$ cat src/rtl/conv_sched_pkg.sv
// conv_sched_pkg: shared state encoding, default sizes and round-robin search for conv_mac_sched.
package conv_sched_pkg;

   typedef enum logic [2:0] {IDLE, MAC, DRAIN, CAP, OUT, REL} state_t;

   localparam int WIDTH_DEF = 11;
   localparam int LENX_DEF  = 30;
   localparam int LENF_DEF  = 9;
   localparam int MAX_CH    = 32;

   // First set request at or above ptr, wrapping at n; lowest offset wins.
   function automatic int rr_pick(input logic [MAX_CH-1:0] req, input int n, input int ptr);
      int idx;
      rr_pick = 0;
      for (int i = MAX_CH - 1; i >= 0; i--) begin
         if (i < n) begin
            idx = (ptr + i) % n;
            if (req[idx[$clog2(MAX_CH)-1:0]]) rr_pick = idx;
         end
      end
   endfunction

endpackage

$ cat src/rtl/rr_arbiter.sv
// rr_arbiter: round-robin grant over NUM_CH requests; pointer moves past the released channel.
module rr_arbiter
   import conv_sched_pkg::*;
#(
   parameter int NUM_CH = 2,
   parameter int CHW    = $clog2(NUM_CH)
) (
   input  logic              clk,
   input  logic              reset,
   input  logic [NUM_CH-1:0] req,
   input  logic              rel,
   input  logic [CHW-1:0]    rel_idx,
   output logic [CHW-1:0]    grant,
   output logic              any
);

   logic [CHW-1:0] ptr;

   assign any   = |req;
   assign grant = CHW'(rr_pick(MAX_CH'(req), NUM_CH, int'(ptr)));

   always_ff @(posedge clk or negedge reset)
      if (!reset)
         ptr <= '0;
      else if (rel)
         ptr <= (int'(rel_idx) == NUM_CH - 1) ? '0 : rel_idx + 1'b1;

endmodule

$ cat src/rtl/conv_mac_sched.sv
// conv_mac_sched: round-robin scheduler sharing one MAC convolution datapath across channels.
// Define CONV_RELU_EN to clamp negative captured results to zero.
module conv_mac_sched
   import conv_sched_pkg::*;
#(
   parameter int WIDTH  = WIDTH_DEF,
   parameter int LENX   = LENX_DEF,
   parameter int LENF   = LENF_DEF,
   parameter int NUM_CH = 2,
   parameter int ADDRX  = $clog2(LENX),
   parameter int ADDRF  = $clog2(LENF),
   parameter int CHW    = $clog2(NUM_CH)
) (
   input  logic                    clk,
   input  logic                    reset,
   input  logic [NUM_CH-1:0]       buf_full,
   output logic [NUM_CH-1:0]       buf_release,
   output logic [CHW-1:0]          rd_sel,
   output logic [ADDRX-1:0]        addr_x,
   output logic [ADDRF-1:0]        addr_f,
   output logic                    clr_acc,
   output logic                    en_acc,
   input  logic signed [WIDTH-1:0] acc_in,
   output logic signed [WIDTH-1:0] m_data_out_y,
   output logic [CHW-1:0]          m_ch_y,
   output logic                    m_valid_y,
   input  logic                    m_ready_y,
   output logic                    busy
);

   localparam int NOUT = LENX - LENF + 1;
   localparam logic [ADDRX-1:0] W_LAST = ADDRX'(NOUT - 1);
   localparam logic [ADDRF-1:0] K_LAST = ADDRF'(LENF - 1);

   state_t state, nxt;
   logic [ADDRX-1:0] w, ax_q;
   logic [ADDRF-1:0] k, af_q;
   logic [CHW-1:0] grant;
   logic any, hs;
   logic signed [WIDTH-1:0] cap_val;

   rr_arbiter #(.NUM_CH(NUM_CH), .CHW(CHW)) u_arb (
      .clk(clk),
      .reset(reset),
      .req(buf_full),
      .rel(state == REL),
      .rel_idx(rd_sel),
      .grant(grant),
      .any(any)
   );

`ifdef CONV_RELU_EN
   assign cap_val = acc_in[WIDTH-1] ? '0 : acc_in;
`else
   assign cap_val = acc_in;
`endif

   // Addresses are live only while issuing; afterwards the last issued pair is held.
   assign addr_x      = (state == MAC) ? w + ADDRX'(k) : ax_q;
   assign addr_f      = (state == MAC) ? k : af_q;
   assign clr_acc     = (state == MAC) && (k == '0);
   assign busy        = state != IDLE;
   assign hs          = m_valid_y && m_ready_y;
   assign buf_release = (state == REL) ? NUM_CH'(1) << rd_sel : '0;

   always_comb begin
      nxt = state;
      case (state)
         IDLE:    nxt = any ? MAC : IDLE;
         MAC:     nxt = (k == K_LAST) ? DRAIN : MAC;
         DRAIN:   nxt = CAP;
         CAP:     nxt = OUT;
         OUT:     nxt = !hs ? OUT : (w == W_LAST) ? REL : MAC;
         REL:     nxt = IDLE;
         default: nxt = IDLE;
      endcase
   end

   always_ff @(posedge clk or negedge reset)
      if (!reset) begin
         state        <= IDLE;
         w            <= '0;
         k            <= '0;
         ax_q         <= '0;
         af_q         <= '0;
         rd_sel       <= '0;
         en_acc       <= 1'b0;
         m_data_out_y <= '0;
         m_ch_y       <= '0;
         m_valid_y    <= 1'b0;
      end else begin
         state  <= nxt;
         en_acc <= state == MAC;
         k      <= (state == MAC) ? k + 1'b1 : '0;
         if (state == IDLE && any) rd_sel <= grant;
         if (state == IDLE) w <= '0;
         else if (state == OUT && hs && w != W_LAST) w <= w + 1'b1;
         if (state == MAC) begin
            ax_q <= addr_x;
            af_q <= addr_f;
         end
         if (state == CAP) begin
            m_data_out_y <= cap_val;
            m_ch_y       <= rd_sel;
            m_valid_y    <= 1'b1;
         end else if (state == OUT && hs) begin
            m_valid_y <= 1'b0;
         end
      end

endmodule

$ cat config.mk
export PLATFORM = sky130hd
export DESIGN_NAME = conv_mac_sched
export DESIGN_NICKNAME = d
export VERILOG_FILES = /design/src/rtl/conv_sched_pkg.sv /design/src/rtl/rr_arbiter.sv /design/src/rtl/conv_mac_sched.sv
export SDC_FILE = /design/constraint.sdc
export NUM_CORES = 1
export LEC_CHECK = 0
export ABC_AREA = 1
export CORE_MARGIN = 2
export CORE_UTILIZATION = 35
export CTS_CLUSTER_DIAMETER = 60
export DETAILED_ROUTE_END_ITERATION = 6
export PLACE_DENSITY = 0.59
export SYNTH_ARGS = -nofsm -noshare
export SYNTH_HDL_FRONTEND = slang
export SYNTH_SLANG_ARGS = --single-unit
export TNS_END_PERCENT = 1
$ cat constraint.sdc
create_clock -name clk -period 1.68 [get_ports clk]
set_clock_uncertainty 0.15 [all_clocks]
set_input_delay 0.252 -clock clk [delete_from_list [all_inputs] [get_ports clk]]
set_output_delay 0.252 -clock clk [all_outputs]
set_load 0.05 [all_outputs]
### Yosys cells after proc, flatten, opt, wreduce, memory -nomap -nowiden

Cells that the tools add are included.

| cells by class | value |
|---|---|
| add/sub/neg operators | 5 |
| $lt $le $gt $ge | 2 |
| equal/unequal tests | 8 |
| shift operators | 1 |
| muxes and demuxes | 20 |
| bitwise operators | 1 |
| reductions and logical operators | 11 |

Operators by type and width:

| cell | count |
|---|---|
| $mux 5 | 3 |
| $pmux 3 s5 | 1 |
| $mux 1 | 9 |
| $mux 4 | 2 |
| $eq 3x2->1 const B | 2 |
| $eq 3x3->1 const B | 2 |
| $lt 1x6->1 const B | 1 |
| $lt 5x6->1 const B | 1 |
| $mux 3 | 2 |
| $add 5x1->5 const B | 1 |
| $add 5x4->5 | 1 |
| $eq 5x5->1 const B | 1 |
| $logic_and 1x1->1 | 5 |
| $ne 5x5->1 const B | 1 |
| $add 4x1->4 const B | 1 |
| $eq 4x4->1 const B | 1 |
| $logic_not 4->1 | 1 |
| $mux 2 | 2 |
| $reduce_bool 2->1 | 2 |
| $eq 3x1->1 const B | 1 |
| $logic_not 3->1 | 1 |
| $reduce_bool 3->1 | 1 |
| $add 1x1->1 const B | 2 |
| $bmux 1 s2 | 1 |
| other kinds (3) | 3 |

| word-level totals | value |
|---|---|
| register bits after elaboration | 37 |
| input port bits | 16 |
| word-level logic and storage cells | 59 |

### Logic depth before layout (Yosys ltp)

Gate-level depths: netlist (run 1).

| logic depth | value |
|---|---|
| word-level depth | 6 |
| depth in mapped cells | 9 |

### By module

From an unflattened synthesis (run 1), not the netlist that was laid out.

| second synthesis, totals | value |
|---|---|
| cell total of the unflattened synthesis | 217 |
| area, all modules | 1833.0 um2 |

Modules (own cells, without submodules):

| module | times used | cells each | area an instance (um2) | sequential area each (um2) |
|---|---|---|---|---|
| conv_mac_sched | 1 | 208 | 1774.2 | 900.9 |
| rr_arbiter | 1 | 9 | 58.8 | 25.0 |

### Least setup slack after synthesis (run 1)

OpenSTA, ideal clock, no wires.

| path | value |
|---|---|
| path kind | reg-to-output |
| start | register w[0] |
| end | output addr_x[2] |
| arrival time | 1703 ps |
| setup slack | -425 ps |
| stages on the path, launching flop included | 6 |
| buffers on the path | 0 |
| cells stage by stage | dfrtp_1 ha_1 inv_1 fa_1 xor2_1 o21ai_2 |

| on the way | value |
|---|---|
| cells in the longest elaborated chain, start to end | 2 |

RTL lines:

| what | RTL line | source |
|---|---|---|
| from (decl) | conv_mac_sched.sv:36 | `logic [ADDRX-1:0] w, ax_q;` |
| from (signal assigned) | conv_mac_sched.sv:97 | `else if (state == OUT && hs && w != W_LAST) w <= w + 1'b1;` |
| $add 5x4->5 | conv_mac_sched.sv:59 | `assign addr_x = (state == MAC) ? w + ADDRX'(k) : ax_q;` |
| $mux 5 | conv_mac_sched.sv:59 |  |
| to (decl) | conv_mac_sched.sv:19 | `output logic [ADDRX-1:0] addr_x,` |

Every way passes these cells.

### Worst setup path in the final report (run 1)

| path | value |
|---|---|
| start | register k[0] |
| end | output addr_x[4] |

| on the way | value |
|---|---|
| cells in the longest elaborated chain, start to end | 2 |

RTL lines:

| what | RTL line | source |
|---|---|---|
| from (decl) | conv_mac_sched.sv:37 | `logic [ADDRF-1:0] k, af_q;` |
| from (signal assigned) | conv_mac_sched.sv:94 | `k <= (state == MAC) ? k + 1'b1 : '0;` |
| $add 5x4->5 | conv_mac_sched.sv:59 |  |
| $mux 5 | conv_mac_sched.sv:59 |  |

Every way passes these cells.

==> impl_results.rst, run 1 <==
.. list-table::
   :header-rows: 1

   * - Metric
     - Value
   * - Status
     - complete, but fails checks
   * - Failing checks
     - negative setup slack
   * - Cell types occupying the most area after synthesis
     - dfrtp_1 (50%), nand2_1 (11%), inv_1 (6.2%)
   * - Worst relative slew slack
     - between 60% and 70%
   * - Number of standard cells after synthesis
     - ~220
   * - Final Core Density
     - between 50% and 60%
   * - Flip-flop and latch count after synthesis
     - 37
   * - Upper clock frequency limit
     - approximately 0.45 GHz
   * - Via Count
     - 1559
   * - Leakage power summed over all cells
     - around 1.5 nW
   * - Maximum level of the CTS H-tree
     - 2
   * - Global route total overflow
     - 0
   * - Synth top area share
     - 49.66%
   * - Largest net degree at the start of global routing
     - 38
   * - Syn. warnings
     - 0
   * - Sinks on the clock net
     - 37
   * - Worst Setup Slack, final
     - -0.5293 ns
   * - Layout cells sized above 1
     - between 30% and 40%
   * - Area used by sequential logic in the layout
     - ~930 µm²
   * - GPL Wtd Cong
     - between 0.8 and 0.9
   * - Min cycle time layout
     - ~2.2 ns
   * - Primary flip-flop cell chosen by synthesis mapping
     - dfrtp_1
   * - Cell chosen for the clock root
     - clkbuf_8
   * - Category of the most critical setup path
     - register to output port
   * - Die height
     - about 77 µm
   * - Effective utilization at floorplan
     - between 30% and 40%
   * - Number of global-route vias before repair
     - 1590
   * - Data arrival time of the critical path
     - about 1.8 ns
   * - DP Cell Count
     - between 300 and 400
   * - Number of I/O pins
     - 44
   * - Slowest library cell on the worst path
     - dfrtp_1
   * - Syn nets
     - 240
   * - Number of setup violations in the final report
     - 13
   * - Initial antenna violation count
     - 0
   * - WL per Instance
     - about 11 µm
   * - Cell types with the highest counts after synthesis
     - nand2_1 (53), dfrtp_1 (37), inv_1 (31), nand3_1 (22), o21ai_0 (18)
   * - Critical-path cell list
     - ha_2, inv_2, fa_2, inv_2, nand3_2, nand2_1, nand2_1, nand3_2, nand2_4, buf_12
   * - Fin. max-slew vios
     - 0
   * - Count of final hold-check violations
     - 0
   * - Synth async-reset ratio
     - 100.0%
   * - 1st-iter DRT viols
     - 50
   * - Core area
     - just over 5000 µm²
   * - Critical Path Fanout Max
     - 2
   * - Post-synthesis cell type count
     - 21
   * - Capturing element type of the critical path
     - output port
   * - Quantity of I/O buffers inserted on ports
     - 43
   * - Wire length reported by the detailed router
     - ~4100 µm
   * - Area of the multi-input gates
     - between 800 and 900 µm²
   * - Clock tree from TritonCTS
     - yes
   * - Count of maximum capacitance violations
     - 0
   * - First-pass GRT wire length
     - about 7200 µm
   * - Share of the cycle needed by the critical path after routing
     - 131.5%
   * - Design area
     - 2834 µm²
   * - Unrepaired setup endpoints after global routing
     - yes
   * - Number of enable-type register cells in the synthesized netlist
     - 0
   * - Number of buffers inserted during clock tree synthesis
     - 5
   * - Longest Clk Path Bufs
     - 2
   * - Clk Latency, worst-skew pair
     - between 0.2 and 0.3 ns
   * - Total routing usage reported by global routing
     - between 10% and 20%
   * - Number of rows in the core area
     - 26
   * - Die span in x
     - 76.99 µm
   * - Type of the tightest min-delay check
     - register to register
   * - Area growth from synthesis to layout
     - 52.01%
   * - Worst Tran Pin Value
     - 0.4920 ns
   * - Cell area after technology mapping
     - 1864 µm²
   * - CP peak stage delay
     - 0.36 ns
   * - Crit start category
     - register
   * - Mean Syn Cell Area
     - roughly 8.7 µm²
   * - Cell area power density
     - roughly 2100 nW/µm²
   * - Clock Pin Slew Worst Setup and Hold Paths
     - roughly 0.07 ns
   * - Antenna diode count
     - 0
   * - Number of nets in the final layout
     - 311
   * - ANT nets after route
     - 0
   * - Post-DP HPWL
     - 3000 µm
   * - Worst ir drop on vdd
     - 884.0 µV
   * - Cell area after placement
     - about 2700 µm²
   * - Final non-filler cell total
     - between 300 and 400
   * - Length of the first detailed-routing pass in iterations
     - 6
   * - Area of the die
     - 5927 µm²
   * - Share of synthesized area occupied by flip-flops and latches
     - about half
   * - Fillers
     - about 500
   * - Worst-case hold slack
     - roughly 0.32 ns
   * - DRC violations left
     - 0
   * - Critical path data required time
     - 1.28 ns
   * - Post-synthesis cell type with the largest combined area
     - dfrtp_1
   * - Cell with the most instances after synthesis
     - nand2_1
   * - Mean number of vias per cell
     - 4.379
==> flip-flops by register name, indices dropped and copies added (netlist names) <==
signal,count
ax_q,5
m_ch_y,1
en_acc,1
u_arb.ptr,1
state,3
af_q,4
k,4
m_data_out_y,11
m_valid_y,1
w,5
rd_sel,1
==> worst paths after layout <==
check | startpoint | endpoint | slack [ns] | cells past startpoint
max | k[0] | addr_x[4] | -0.53 | 10
min | ax_q[0] | ax_q[0] | 0.32 | 2
max reg2reg | w[0] | w[4] | 0.01 | 10
min reg2reg | ax_q[0] | ax_q[0] | 0.32 | 2
max in group asynchronous | reset | ax_q[1] | 0.63 | 3
min in group asynchronous | reset | w[1] | 0.40 | 3
==> critical path: cells and delay by family, from the launching register on <==
family                     cells  cell delay (ns)
adders and majority gates      2             0.55
DFF                            1             0.36
and+or+nand+nor                5             0.35
buffers and inverters          3             0.25
==> layer usage <==
metal / track usage, % / wire (µm)
met1: 19.15 / 1844
met2: 26.32 / 2048
met3: 3.176 / 104
met4: 5.893 / 65
met5: 0 / 0
==> where the power goes <==
group	internal, W	leakage (nW)	switching [W]
clock	0.000431	0.0540	0.000312
sequential	0.00121	0.454	0.000174
combinational	0.00148	0.963	0.00223
==> stage by stage <==
| stage | worst slack [ns] | setup TNS (ns) | power, W |
|---|---|---|---|
| floorplan | -0.2553 | -1.689 | 0.003615 |
| global placement | -0.2530 | -0.6237 | 0.005052 |
| detailed placement | -0.3020 | -0.8251 | 0.005104 |
| CTS | -0.5672 | -3.950 | 0.005910 |
| global route | -0.6185 | -5.166 | 0.006216 |
| finish | -0.5293 | -3.448 | 0.005831 |
==> logic make-up (layout without fill, tap and decap cells) <==
group	after synthesis	count (layout)	synth area share, %
and+or+nand+nor	93	93	21.68
buffers and inverters	39	110	9.060
DFF	37	37	49.66
AOI/OAI and AO/OA	33	33	11.28
adders and majority gates	9	9	6.443
xor gates and xnor gates	4	4	1.880
==> cell usage in the layout, fill, tap and decap left out, types with 4 or more instances in the layout <==
cell	instances
buf_12	15
clkdlybuf4s50_1	14
nor2_2	5
ha_1	6
nor2_1	8
nand3_2	4
o21ai_2	10
o21ai_0	18
inv_1	29
clkbuf_8	5
dfrtp_1	37
nand3_1	19
nand2_1	50
buf_4	39
==> area by class of cell <==
class | count | share of cell area, %
clock buffer | 5 | 2.428
clock inverter | 2 | 1.236
inverter | 33 | 4.547
multi-input combinational | 139 | 29.62
sequential | 37 | 32.67
tap | 70 | 3.091
timing repair buffer | 70 | 26.40
==> what timing repair did <==
action / CTS / global route
buffers inserted: 1 / 1
resized for setup: 10 / 4
endpoints found under the setup margin: 15 / 20
pin swaps: 6 / 6
endpoints found under the hold margin: 37 / 0
hold buffers: 1 / 0
Note: power is estimated with default switching activity, not from simulation.
==> run 2, diff against run 1 <==
--- a/config.mk
+++ b/config.mk
@@ -10,7 +10,6 @@
 export CORE_UTILIZATION = 35
 export CTS_CLUSTER_DIAMETER = 60
 export DETAILED_ROUTE_END_ITERATION = 6
-export PLACE_DENSITY = 0.59
 export SYNTH_ARGS = -nofsm -noshare
 export SYNTH_HDL_FRONTEND = slang
 export SYNTH_SLANG_ARGS = --single-unit
==> run 2 against run 1 <==
Against the previous run: the flow still finishes with violations (negative setup slack); utilization grew 1.0 points; power shrank 0.11%; critical path type unchanged; global-route usage shrank 0.68 points.
==> impl_results.rst, run 2 (same netlist as run 1, synthesis figures left out) <==
.. list-table::
   :header-rows: 1

   * - Metric
     - Value
   * - Category of the most critical setup path
     - register to output port
   * - GPL Wtd Cong
     - 0.7750 (-3.3%)
   * - DRC violations left
     - 0 (unchanged)
   * - Area of the multi-input gates
     - 855.8 µm² (+1.9%)
   * - Worst reg-to-reg setup slack
     - 0.05 ns (+0.04 ns)
   * - Maximum level of the CTS H-tree
     - 2 (unchanged)
   * - Data arrival time of the critical path
     - 1.80 ns (about the same)
   * - Wire length reported by the detailed router
     - 3938 µm (-3.1%)
   * - Fillers
     - 470 (-6.2%)
   * - Critical-path cell list
     - ha_2, inv_2, fa_2, inv_2, nand3_2, nand2_1, nand2_1, nand3_2, nand2_4, buf_12
   * - Longest Clk Path Bufs
     - 2 (unchanged)
   * - Type of the tightest min-delay check
     - input pin to asynchronous set/reset pin
   * - Cell area power density
     - 2017 nW/µm² (-2.0%)
   * - Clock Pin Slew Worst Setup and Hold Paths
     - 0.07 ns (about the same)
   * - Via Count
     - 1540 (-1.2%)
   * - Number of nets in the final layout
     - 315 (+1.3%)
   * - Logic pwr share
     - 65.5% (+2.0 points)
   * - Cell chosen for the clock root
     - clkbuf_8
   * - Worst Setup Slack, final
     - -0.5219 ns (+0.007432 ns)
   * - Post-DP HPWL
     - 3029 µm (+0.99%)
   * - Share of the cycle needed by the critical path after routing
     - 131.1% (-0.44 points)
   * - Number of global-route vias before repair
     - 1446 (-9.1%)
   * - Min cycle time layout
     - 2.202 ns (-0.007432 ns)
   * - Antenna diode count
     - 0 (unchanged)
   * - Mean number of vias per cell
     - 4.278 (-2.3%)
   * - 1st-iter DRT viols
     - 62 (+24%)
   * - Sinks on the clock net
     - 37 (unchanged)
   * - Most common library cell in the layout ignoring fill and taps
     - nand2_1
   * - Fin. max-slew vios
     - 0 (unchanged)
   * - Crit start category
     - register
   * - Largest net degree at the start of global routing
     - 25 (-34%)
   * - Count of maximum capacitance violations
     - 0 (unchanged)
   * - Crit Reg-Reg Startpoint
     - w[0]
   * - Share of power burned in registers
     - 23.7% (about the same)
   * - Total routing usage reported by global routing
     - 14.72% (-0.68 points)
   * - Largest registers in the final layout
     - m_data_out_y (11), ax_q (5), w (5)
   * - Area growth from synthesis to layout
     - 54.90%
   * - Commonest cells after routing, fill and taps aside
     - nand2_1 (50), buf_4 (41), dfrtp_1 (37)
   * - Quantity of I/O buffers inserted on ports
     - 43 (unchanged)
   * - Critical Path Fanout Max
     - 2 (unchanged)
   * - Status
     - complete, but fails checks
   * - Worst relative slew slack
     - 72.74% (+5.5 points)
   * - Cell area after placement
     - 2723 µm² (+2.1%)
   * - Clock tree from TritonCTS
     - yes
   * - Net switching share of the total power
     - 46.75% (+0.23 points)
   * - Die span in x
     - 76.99 µm (unchanged)
   * - Leakage power summed over all cells
     - 1.489 nW (+1.2%)
   * - Reg with most FFs
     - m_data_out_y
   * - Effective utilization at floorplan
     - 36.27% (unchanged)
   * - Critical register-to-register path endpoint
     - ax_q[2]
   * - Worst ir drop on vdd
     - 949.9 µV (+7.5%)
   * - Unrepaired setup endpoints after global routing
     - yes
   * - Layout cells sized above 1
     - 34.14% (+0.92 points)
   * - Number of rows in the core area
     - 26 (unchanged)
   * - Worst-case hold slack
     - 0.2753 ns (-0.04311 ns)
   * - Failing checks
     - negative setup slack
   * - First-pass GRT wire length
     - 6886 µm (-4.5%)
   * - Number of I/O pins
     - 44 (unchanged)
   * - Largest register FFs
     - 11 (unchanged)
   * - Worst Tran Pin Value
     - 0.4089 ns (-0.08305 ns)
   * - Internal portion of total power
     - 0.003101 W (-0.55%)
   * - Sw power
     - 0.002723 W (+0.39%)
   * - Clk pwr share
     - 10.7% (-2.0 points)
   * - Length of the first detailed-routing pass in iterations
     - 5 (-1)
   * - Number of buffers inserted during clock tree synthesis
     - 5 (unchanged)
   * - Upper clock frequency limit
     - 0.4542 GHz (+0.34%)
   * - Number of setup violations in the final report
     - 13 (unchanged)
   * - CP peak stage delay
     - 0.38 ns (+0.02 ns)
   * - Capturing element type of the critical path
     - output port
   * - Count of final hold-check violations
     - 0 (unchanged)
   * - Slowest library cell on the worst path
     - fa_2
   * - Initial antenna violation count
     - 0 (unchanged)
   * - Worst reg-to-reg path cell count
     - 6 (-4)
   * - Area used by sequential logic in the layout
     - 925.9 µm² (unchanged)
   * - WL per Instance
     - 10.94 µm (-4.2%)
   * - Core area
     - 5140 µm² (unchanged)
   * - Area of the die
     - 5927 µm² (unchanged)
   * - Clk Latency, worst-skew pair
     - 0.28 ns (about the same)
   * - Design area
     - 2888 µm² (+1.9%)
   * - Final total negative setup slack
     - -3.401 ns (+0.04703 ns)
   * - ANT nets after route
     - 0 (unchanged)
   * - Global route total overflow
     - 0 (unchanged)
   * - Critical path data required time
     - 1.28 ns (about the same)
   * - Die height
     - 76.99 µm (unchanged)
run 2: cell types whose count changed in the layout (fill, tap and decap cells not counted), sizes merged:
| cell | before | now |
|---|---|---|
| buf | 55 | 59 |
| clkinv | 1 | 0 |
| clkbuf | 5 | 7 |
| bufinv | 1 | 0 |
run 2: per-stage QoR:
| stage | std cells | setup slack (ns) | util [%] | total power [W] |
|---|---|---|---|---|
| 3_5_place_dp | 350 | -0.2575 | 52.97 | 0.005170 |
| 3_3_place_gp | 350 | -0.2184 | 52.97 | 0.005133 |
| 6_report | 360 | -0.5219 | 56.18 | 0.005825 |
| 2_1_floorplan | 215 | -0.2553 | - | 0.003615 |
| 4_1_cts | 358 | -0.5474 | 55.57 | 0.005864 |
| 5_1_grt | 360 | -0.6344 | 56.18 | 0.006197 |
run 2: metal layers:
metal	global-route usage [%]	wire length (µm)
met1	19.80	1944
met2	22.37	1798
met3	3.882	120
met4	6.429	75
met5	0	0
run 2: final cells by class:
cell class	instances	share of cell area, %
well taps	70	3.033
flip-flops and latches	37	32.06
inverters	33	4.463
clock buffers	7	2.990
multi-input cells	139	29.64
repair buffers	74	27.82
run 2: timing repair:
item                                   CTS  global route
setup endpoints to repair               14            21
endpoints found under the hold margin   16             0
cloned                                   0             0
buffers inserted                         0             2
pin swaps                                1             7
resized for setup                       10             6
hold buffers                             1             0
run 2: worst max path at each step:
stage,endpoint,slack (ns),from
CTS,addr_x[4],-0.55,w[0]
finish,addr_x[4],-0.52,w[0]
detailed placement,addr_x[4],-0.26,w[0]
global placement,addr_x[4],-0.22,w[0]
global route,addr_x[4],-0.63,k[0]
floorplan,addr_x[2],-0.26,w[0]
run 2: critical path: cells and delay by family, from the launching register on:
kind | cells | cell delay [ns]
DFF | 1 | 0.36
adders and majority gates | 2 | 0.57
buffers and inverters | 3 | 0.25
and+or+nand+nor | 5 | 0.34
run 2: power by group through the flow:
stage	registers (W)	clock network, W	logic [W]
after detailed placement	0.00139	0	0.00378
after global placement	0.00139	0	0.00375
after global routing	0.00142	0.000688	0.00409
final	0.00138	0.000625	0.00382
after CTS	0.00138	0.000651	0.00383
after floorplan	0.00198	0	0.00163
